<file path="config.mk">
export PLATFORM = sky130hd
export DESIGN_NAME = contador_mod_n
export DESIGN_NICKNAME = d
export VERILOG_FILES = /design/src/rtl/contador_mod_n.sv
export SDC_FILE = /design/constraint.sdc
export NUM_CORES = 1
export LEC_CHECK = 0
export BUFFER_PORTS_ARGS = -buffer_cell sky130_fd_sc_hd__buf_2
export CAP_MARGIN = 20
export CORE_AREA = 2 2 39 41
export DETAILED_ROUTE_END_ITERATION = 6
export DIE_AREA = 0 0 41 43
export GPL_TIMING_DRIVEN = 1
export PLACE_DENSITY = 0.54
export SYNTH_ARGS = -nofsm -noshare
export SYNTH_HDL_FRONTEND = slang
export SYNTH_SLANG_ARGS = --single-unit
</file>
<file path="constraint.sdc">
create_clock -name clk_reloj -period 2.7 [get_ports clk_reloj]
set_clock_uncertainty 0.1 [all_clocks]
set_input_delay 0.405 -clock clk_reloj [delete_from_list [all_inputs] [get_ports clk_reloj]]
set_output_delay 0.405 -clock clk_reloj [all_outputs]
set_load 0.005 [all_outputs]
</file>
<file path="src/rtl/contador_mod_n.sv">
// Modulo-N up/down counter: clear, load with clamp, wrap or saturate, tc pulse.
// Optional prescaler on the count enable when CONTADOR_PRESC_EN is defined.
module contador_mod_n #(
  parameter int unsigned     WIDTH    = 4,
  parameter longint unsigned MODULO   = 16,
  parameter bit              SATURATE = 1'b0
`ifdef CONTADOR_PRESC_EN
  ,
  parameter int unsigned     PRESC    = 4
`endif
) (
  input  logic             clk_reloj,
  input  logic             rst_reset,
  input  logic             clr,
  input  logic             ld_load,
  input  logic [WIDTH-1:0] d_dato,
  input  logic             en_enable,
  input  logic             up_dn,
  output logic [WIDTH-1:0] q,
  output logic             tc_pulse,
`ifdef CONTADOR_PRESC_EN
  output logic             sat,
  output logic             presc_tick
`else
  output logic             sat
`endif
);

  if (WIDTH < 1 || WIDTH > 32) begin : g_bad_width
    $fatal(1, "contador_mod_n: WIDTH out of range");
  end
  if (MODULO < 64'd2 || MODULO > (64'd1 << WIDTH)) begin : g_bad_mod
    $fatal(1, "contador_mod_n: MODULO out of range");
  end

  localparam logic [WIDTH-1:0] MAX = WIDTH'(MODULO - 64'd1);
  localparam logic [WIDTH-1:0] ONE = WIDTH'(1);

  logic [WIDTH-1:0] q_q, q_d;
  logic             tc_q, tc_d;
  logic             sat_q, sat_d;
  logic             step;

`ifdef CONTADOR_PRESC_EN
  if (PRESC < 2) begin : g_bad_presc
    $fatal(1, "contador_mod_n: PRESC must be >= 2");
  end

  localparam int unsigned PW = $clog2(PRESC);
  localparam logic [PW-1:0] PLAST = PW'(PRESC - 1);

  logic [PW-1:0] presc_q, presc_d;

  // Prescaler restarts on clear/load; q steps on its last phase.
  always_comb begin
    presc_d = presc_q;
    step    = 1'b0;
    if (clr || ld_load) begin
      presc_d = '0;
    end else if (en_enable) begin
      if (presc_q == PLAST) begin
        presc_d = '0;
        step    = 1'b1;
      end else begin
        presc_d = presc_q + PW'(1);
      end
    end
  end

  always_ff @(posedge clk_reloj or negedge rst_reset) begin
    if (!rst_reset) presc_q <= '0;
    else            presc_q <= presc_d;
  end

  assign presc_tick = step;
`else
  assign step = en_enable && !clr && !ld_load;
`endif

  always_comb begin
    q_d   = q_q;
    tc_d  = 1'b0;
    sat_d = sat_q;
    if (clr) begin
      q_d   = '0;
      sat_d = 1'b0;
    end else if (ld_load) begin
      q_d   = (d_dato > MAX) ? MAX : d_dato;
      sat_d = 1'b0;
    end else if (step) begin
      if (up_dn) begin
        if (q_q != MAX) begin
          q_d   = q_q + ONE;
          sat_d = 1'b0;
        end else if (SATURATE) begin
          sat_d = 1'b1;
          tc_d  = !sat_q;
        end else begin
          q_d  = '0;
          tc_d = 1'b1;
        end
      end else begin
        if (q_q != '0) begin
          q_d   = q_q - ONE;
          sat_d = 1'b0;
        end else if (SATURATE) begin
          sat_d = 1'b1;
          tc_d  = !sat_q;
        end else begin
          q_d  = MAX;
          tc_d = 1'b1;
        end
      end
    end
  end

  always_ff @(posedge clk_reloj or negedge rst_reset) begin
    if (!rst_reset) begin
      q_q   <= '0;
      tc_q  <= 1'b0;
      sat_q <= 1'b0;
    end else begin
      q_q   <= q_d;
      tc_q  <= tc_d;
      sat_q <= sat_d;
    end
  end

  assign q        = q_q;
  assign tc_pulse = tc_q;
  assign sat      = sat_q;

endmodule

</file>
======== After elaboration in Yosys (flattened, before gate mapping) ========
Index checks and enable logic that the tools add are counted.
storage, ports and cells
  bits in registers ....................... 6
  memories ................................ 0
  ROM bits ................................ 0
  bits of input ports ..................... 10
  bits in latches ......................... 0
  memory bits (writable) .................. 0
  word-level logic and storage cells ...... 35
operators by class
  $mul .................................... 0
  mux-type cells .......................... 19
  bitwise gates (word level) .............. 0
  add/subtract/negate cells ............... 2
  reductions and logical operators ........ 8
  divide/modulo/power cells ............... 0
  $lt $le $gt $ge ......................... 1
  eq/ne operators ......................... 2
  shifts and indexed selects .............. 0
operator list
  kind                   count
  $mux W4                7
  $mux W1                12
  $reduce_bool A4 Y1     2
  $add A4 B1 Y4 const B  1
  $gt A4 B4 Y1 const B   1
  $ne A4 B3 Y1 const B   1
  $ne A4 B4 Y1 const B   1
  $sub A4 B1 Y4 const B  1
  $reduce_and A3 Y1      1
  $reduce_bool A3 Y1     1
  $logic_and A1 B1 Y1    2
  $logic_not A1 Y1       2

======== Longest topological paths before layout ========
  depth in word-level cells ............... 6
  depth in mapped cells ................... 6
  depth with buffers taken out ............ 6

======== Worst setup path after synthesis ========
Ideal clock, no wire load.
  kind .................................... register to register
  start point ............................. reg q_q[0], in the netlist q[0]
  end point ............................... reg q_q[2], in the netlist q[2]
  setup time .............................. 0.123 ns
  arrival ................................. 1.282 ns
  path slack .............................. 1.195 ns
  stages on the path, launching flop included .. 7
  cells stage by stage .................... dfrtp_1 > inv_2 > ha_1 > nor2b_1 > o311a_1 > o21ai_1 > a21oi_1
between the ends
  cells in the longest elaborated chain, start to end .. 6
ends and longest elaborated chain
  element                                      RTL line  text
  start: declaration                           39        logic [WIDTH-1:0] q_q, q_d;
  start signal: assignment                     123       q_q <= q_d;
  $sub A4 B1 Y4, or another cell as far along  104       q_d = q_q - ONE;
  $mux W4 (on tied branches)                   103, 92
  $mux W4 (*)                                  91        if (up_dn) begin
  $mux W4 (*)                                  90        end else if (step) begin
  $mux W4 (*)                                  87        end else if (ld_load) begin
  $mux W4 (*)                                  84        if (clr) begin
Every way passes the cells marked *; elsewhere a longest branch is shown, timed or not. The select of a mux whose other input is x is not followed.
A chain may end at the register's enable or synchronous reset.

======== Final worst setup path ========
Ends and elaborated chain as after synthesis.

==> metrics.log <==
[metrics] die footprint: 0.00176 mm^2
[metrics] clock-pin slew reported for the worst setup and hold paths after clock tree synthesis: 50 ps
[metrics] ratio of routed vias to standard cells: 5.15
[metrics] average wire per cell in the routed design: 12.2 um
[metrics] switching share of total power: 31.2%
[metrics] pin count of the biggest net entering global routing: 10
[metrics] peak per-stage delay on the critical path: 480 ps
[metrics] Setup Total Neg Slack: 0 ps
[metrics] HPWL reported at the end of detailed placement: 766 um
[metrics] Clock Tree Buf Depth: 2
[metrics] NetSw: 75.3 uW
[metrics] classification of the worst setup path: flip-flop to flip-flop
[metrics] setup repair after global routing missed its margin: no
[metrics] total global routing track utilization: 13.7%
[metrics] Clk Latency, worst-skew pair: 250 ps
[metrics] Final nets: 79
[metrics] via count of the first global-routing pass: 350
[metrics] first-pass iteration count of the detailed router: 4
[metrics] Rows: 14
[metrics] CTS H-tree depth: 1
[metrics] Buffers & Inverters on Critical Path: 1
[metrics] max cap viols: 0
[metrics] core outline area: 0.00138 mm^2
[metrics] Yosys reg bits: 5
[metrics] Setup Fix Bufs, Post-CTS: 0
[metrics] combinational cell fraction of total power: 25.0%
[metrics] Req. time, crit path: 2740 ps
[metrics] cell type with the largest total area after synthesis: dfrtp_1
[metrics] total clock buffers created by CTS: 3
[metrics] multiplexer area fraction after synthesis: 5.06%
[metrics] number of routed nets with antenna violations: 0
[metrics] clock root cell: clkbuf_4
[metrics] wirelength, routed: 985 um
[metrics] synthesized instance count: 50
[metrics] drt first-iter violations: 6
[metrics] antenna violations before repair: 0
[metrics] Post-Synth Simple-Gate Area: 19.0%
[metrics] Cell Area, Synth: 420 um^2
[metrics] Synth warnings: 0
[metrics] synthesized-area fraction occupied by xor and xnor cells: 4.17%
[metrics] internal power contribution: 166 uW
[metrics] residual DRC count: 0
[metrics] DR vias: 417
[metrics] crit path cell chain: inv_2, ha_1, nor2b_1, o311a_1, o21ai_1, a21oi_1
[metrics] share of synthesized cell area in full adder, half adder and majority cells: 8.93%
[metrics] Area contributors post-synth: dfrtp_1, ha_1, nor2b_1
[metrics] sequential cell fraction of total power: 36.7%
[metrics] Top FF cell, synth: dfrtp_1
[metrics] post-route fraction of the period consumed by the critical path: 59.5%
[metrics] cell family with the largest share of critical-path delay: flip-flops
[metrics] clock tree from TritonCTS: yes
[metrics] minimum clock period: 1610 ps
[metrics] slowest stage cell on the critical path: dfrtp_1
[metrics] status: finished, final reports clean
[metrics] area of placed instances: 490 um^2
[metrics] post-synthesis average cell area: 8.41 um^2
[metrics] kind of launch point of the worst setup path: flip-flop
[metrics] category of the worst setup path capture point: flip-flop
[metrics] post-synthesis sequential area ratio: 29.8%
[metrics] cell area power density: 459 mW/mm^2
[metrics] die span in y: 43 um
[metrics] library cells used by synthesis: 26
[metrics] number of hold-repair buffers added at the cts stage: 1
[metrics] width of the die: 41 um
[metrics] Initial Util: 30.4%
[metrics] worst voltage drop across the vdd grid: 0.239 mV
[metrics] area share of the leading cell type in the synthesized netlist: 29.8%
[metrics] total I/O pin count: 16
[metrics] post-route cell area: 527 um^2
[metrics] dominant combinational cell family by area after synthesis: compound AO/OA/AOI/OAI gates
[metrics] share of post-route cells with drive strength above 1: 30.8%
[metrics] max-slew violation count: 0
[metrics] proportion of power drawn by the clock network: 38.3%
[metrics] final weighted congestion in routability-driven placement: 0.782
[metrics] PostCTS Resize Cnt: 0
[metrics] first-pass GRT wire length: 1.55 mm
[metrics] synth cell count leaders: dfrtp_1, nor2_1, a21oi_1, nand2_1, nor2b_1
[metrics] grt total ovfl: 0
[metrics] syn_nets: 63
[metrics] worst hold path class: input port to flip-flop
[metrics] CP Max Fanout: 7
[metrics] fin util: 38.1%
[metrics] CTS sink count: 5
[metrics] total of buffers placed on input and output ports: 14
[metrics] data arrival time of the critical path: 1650 ps
[metrics] setup violators final: 0
[metrics] compound-gate portion of the synthesized area: 25.6%
[metrics] share of flip-flops with an asynchronous set or reset: 100%
[metrics] area growth from synthesis to layout: 25.3%
[metrics] Highest Clock Rate: 0.622 GHz
[metrics] Static Leakage: 0.244 nW
[metrics] number of antenna cells inserted: 0
[metrics] Post-synth EDFFs: 0
[metrics] total chip power: 242 uW
[metrics] total count of hold-check failures in the final report: 0
## cells in the final DEF (no fill, tap or decap), types with 2 or more instances in the layout
master,count
nand2_1,4
a21oi_1,4
ha_1,3
clkbuf_4,3
nor2_1,5
nor2b_1,4
buf_2,14
xnor2_1,2
o21ai_0,3
nor3b_1,2
dfrtp_1,5
## final timing paths
kind,from,endpoint,slack (ps),depth (start not counted)
min,clr,q[3],280,2
min reg2reg,q[2],q[2],600,2
max,q[0],q[2],1090,6
max reg2reg,q[0],q[2],1090,6
min in group asynchronous,rst_reset,tc_pulse,400,2
max in group asynchronous,rst_reset,q[0],1970,2
## area by class of cell
class,instances,area [um^2]
flip-flops and latches,5,125
well taps,16,20.0
clock buffers,4,26.3
inverters,2,7.51
repair buffers,15,80.1
fillers,154,857
multi-input cells,39,268
## state kept, by name (all words and copies together), names as in the netlist
name and flops:
tc_pulse 1, q 4
## per-stage QoR
stage | cells | setup WS, ps | hold WS (ps)
after floorplan | 50 | 1190 | 9.41
after global placement | 76 | 1110 | 128
after detailed placement | 76 | 1100 | 128
after CTS | 81 | 1090 | 280
after global routing | 81 | 1010 | 284
final | 81 | 1090 | 281
## power by group through the flow
| stage | registers [mW] | clock network (mW) | logic, mW |
|---|---|---|---|
| 2_1_floorplan | 0.0883 | 0 | 0.0408 |
| 3_3_place_gp | 0.0896 | 0 | 0.0596 |
| 3_5_place_dp | 0.0899 | 0 | 0.0594 |
| 4_1_cts | 0.0888 | 0.0942 | 0.0608 |
| 5_1_grt | 0.0896 | 0.102 | 0.0672 |
| 6_report | 0.0887 | 0.0925 | 0.0605 |
## metal layers
metal  track usage, %  wire length, um  up-vias
met5                0                0        -
met3             6.81               69        3
met4             6.00               17        0
met2             18.8              496       13
li1                 -                -      204
met1             17.6              402      197
## kinds of logic (layout without fill, tap and decap cells)
family / after synthesis / after routing
XOR/XNOR: 2 / 2
other: 1 / 1
flip-flops: 5 / 5
adder cells (fa/ha/maj): 3 / 3
AO/OA/AOI/OAI: 15 / 15
AND/OR/NAND/NOR: 16 / 16
buffers and inverters: 6 / 21
multiplexers: 2 / 2
Power figures use the tool's default switching activity.
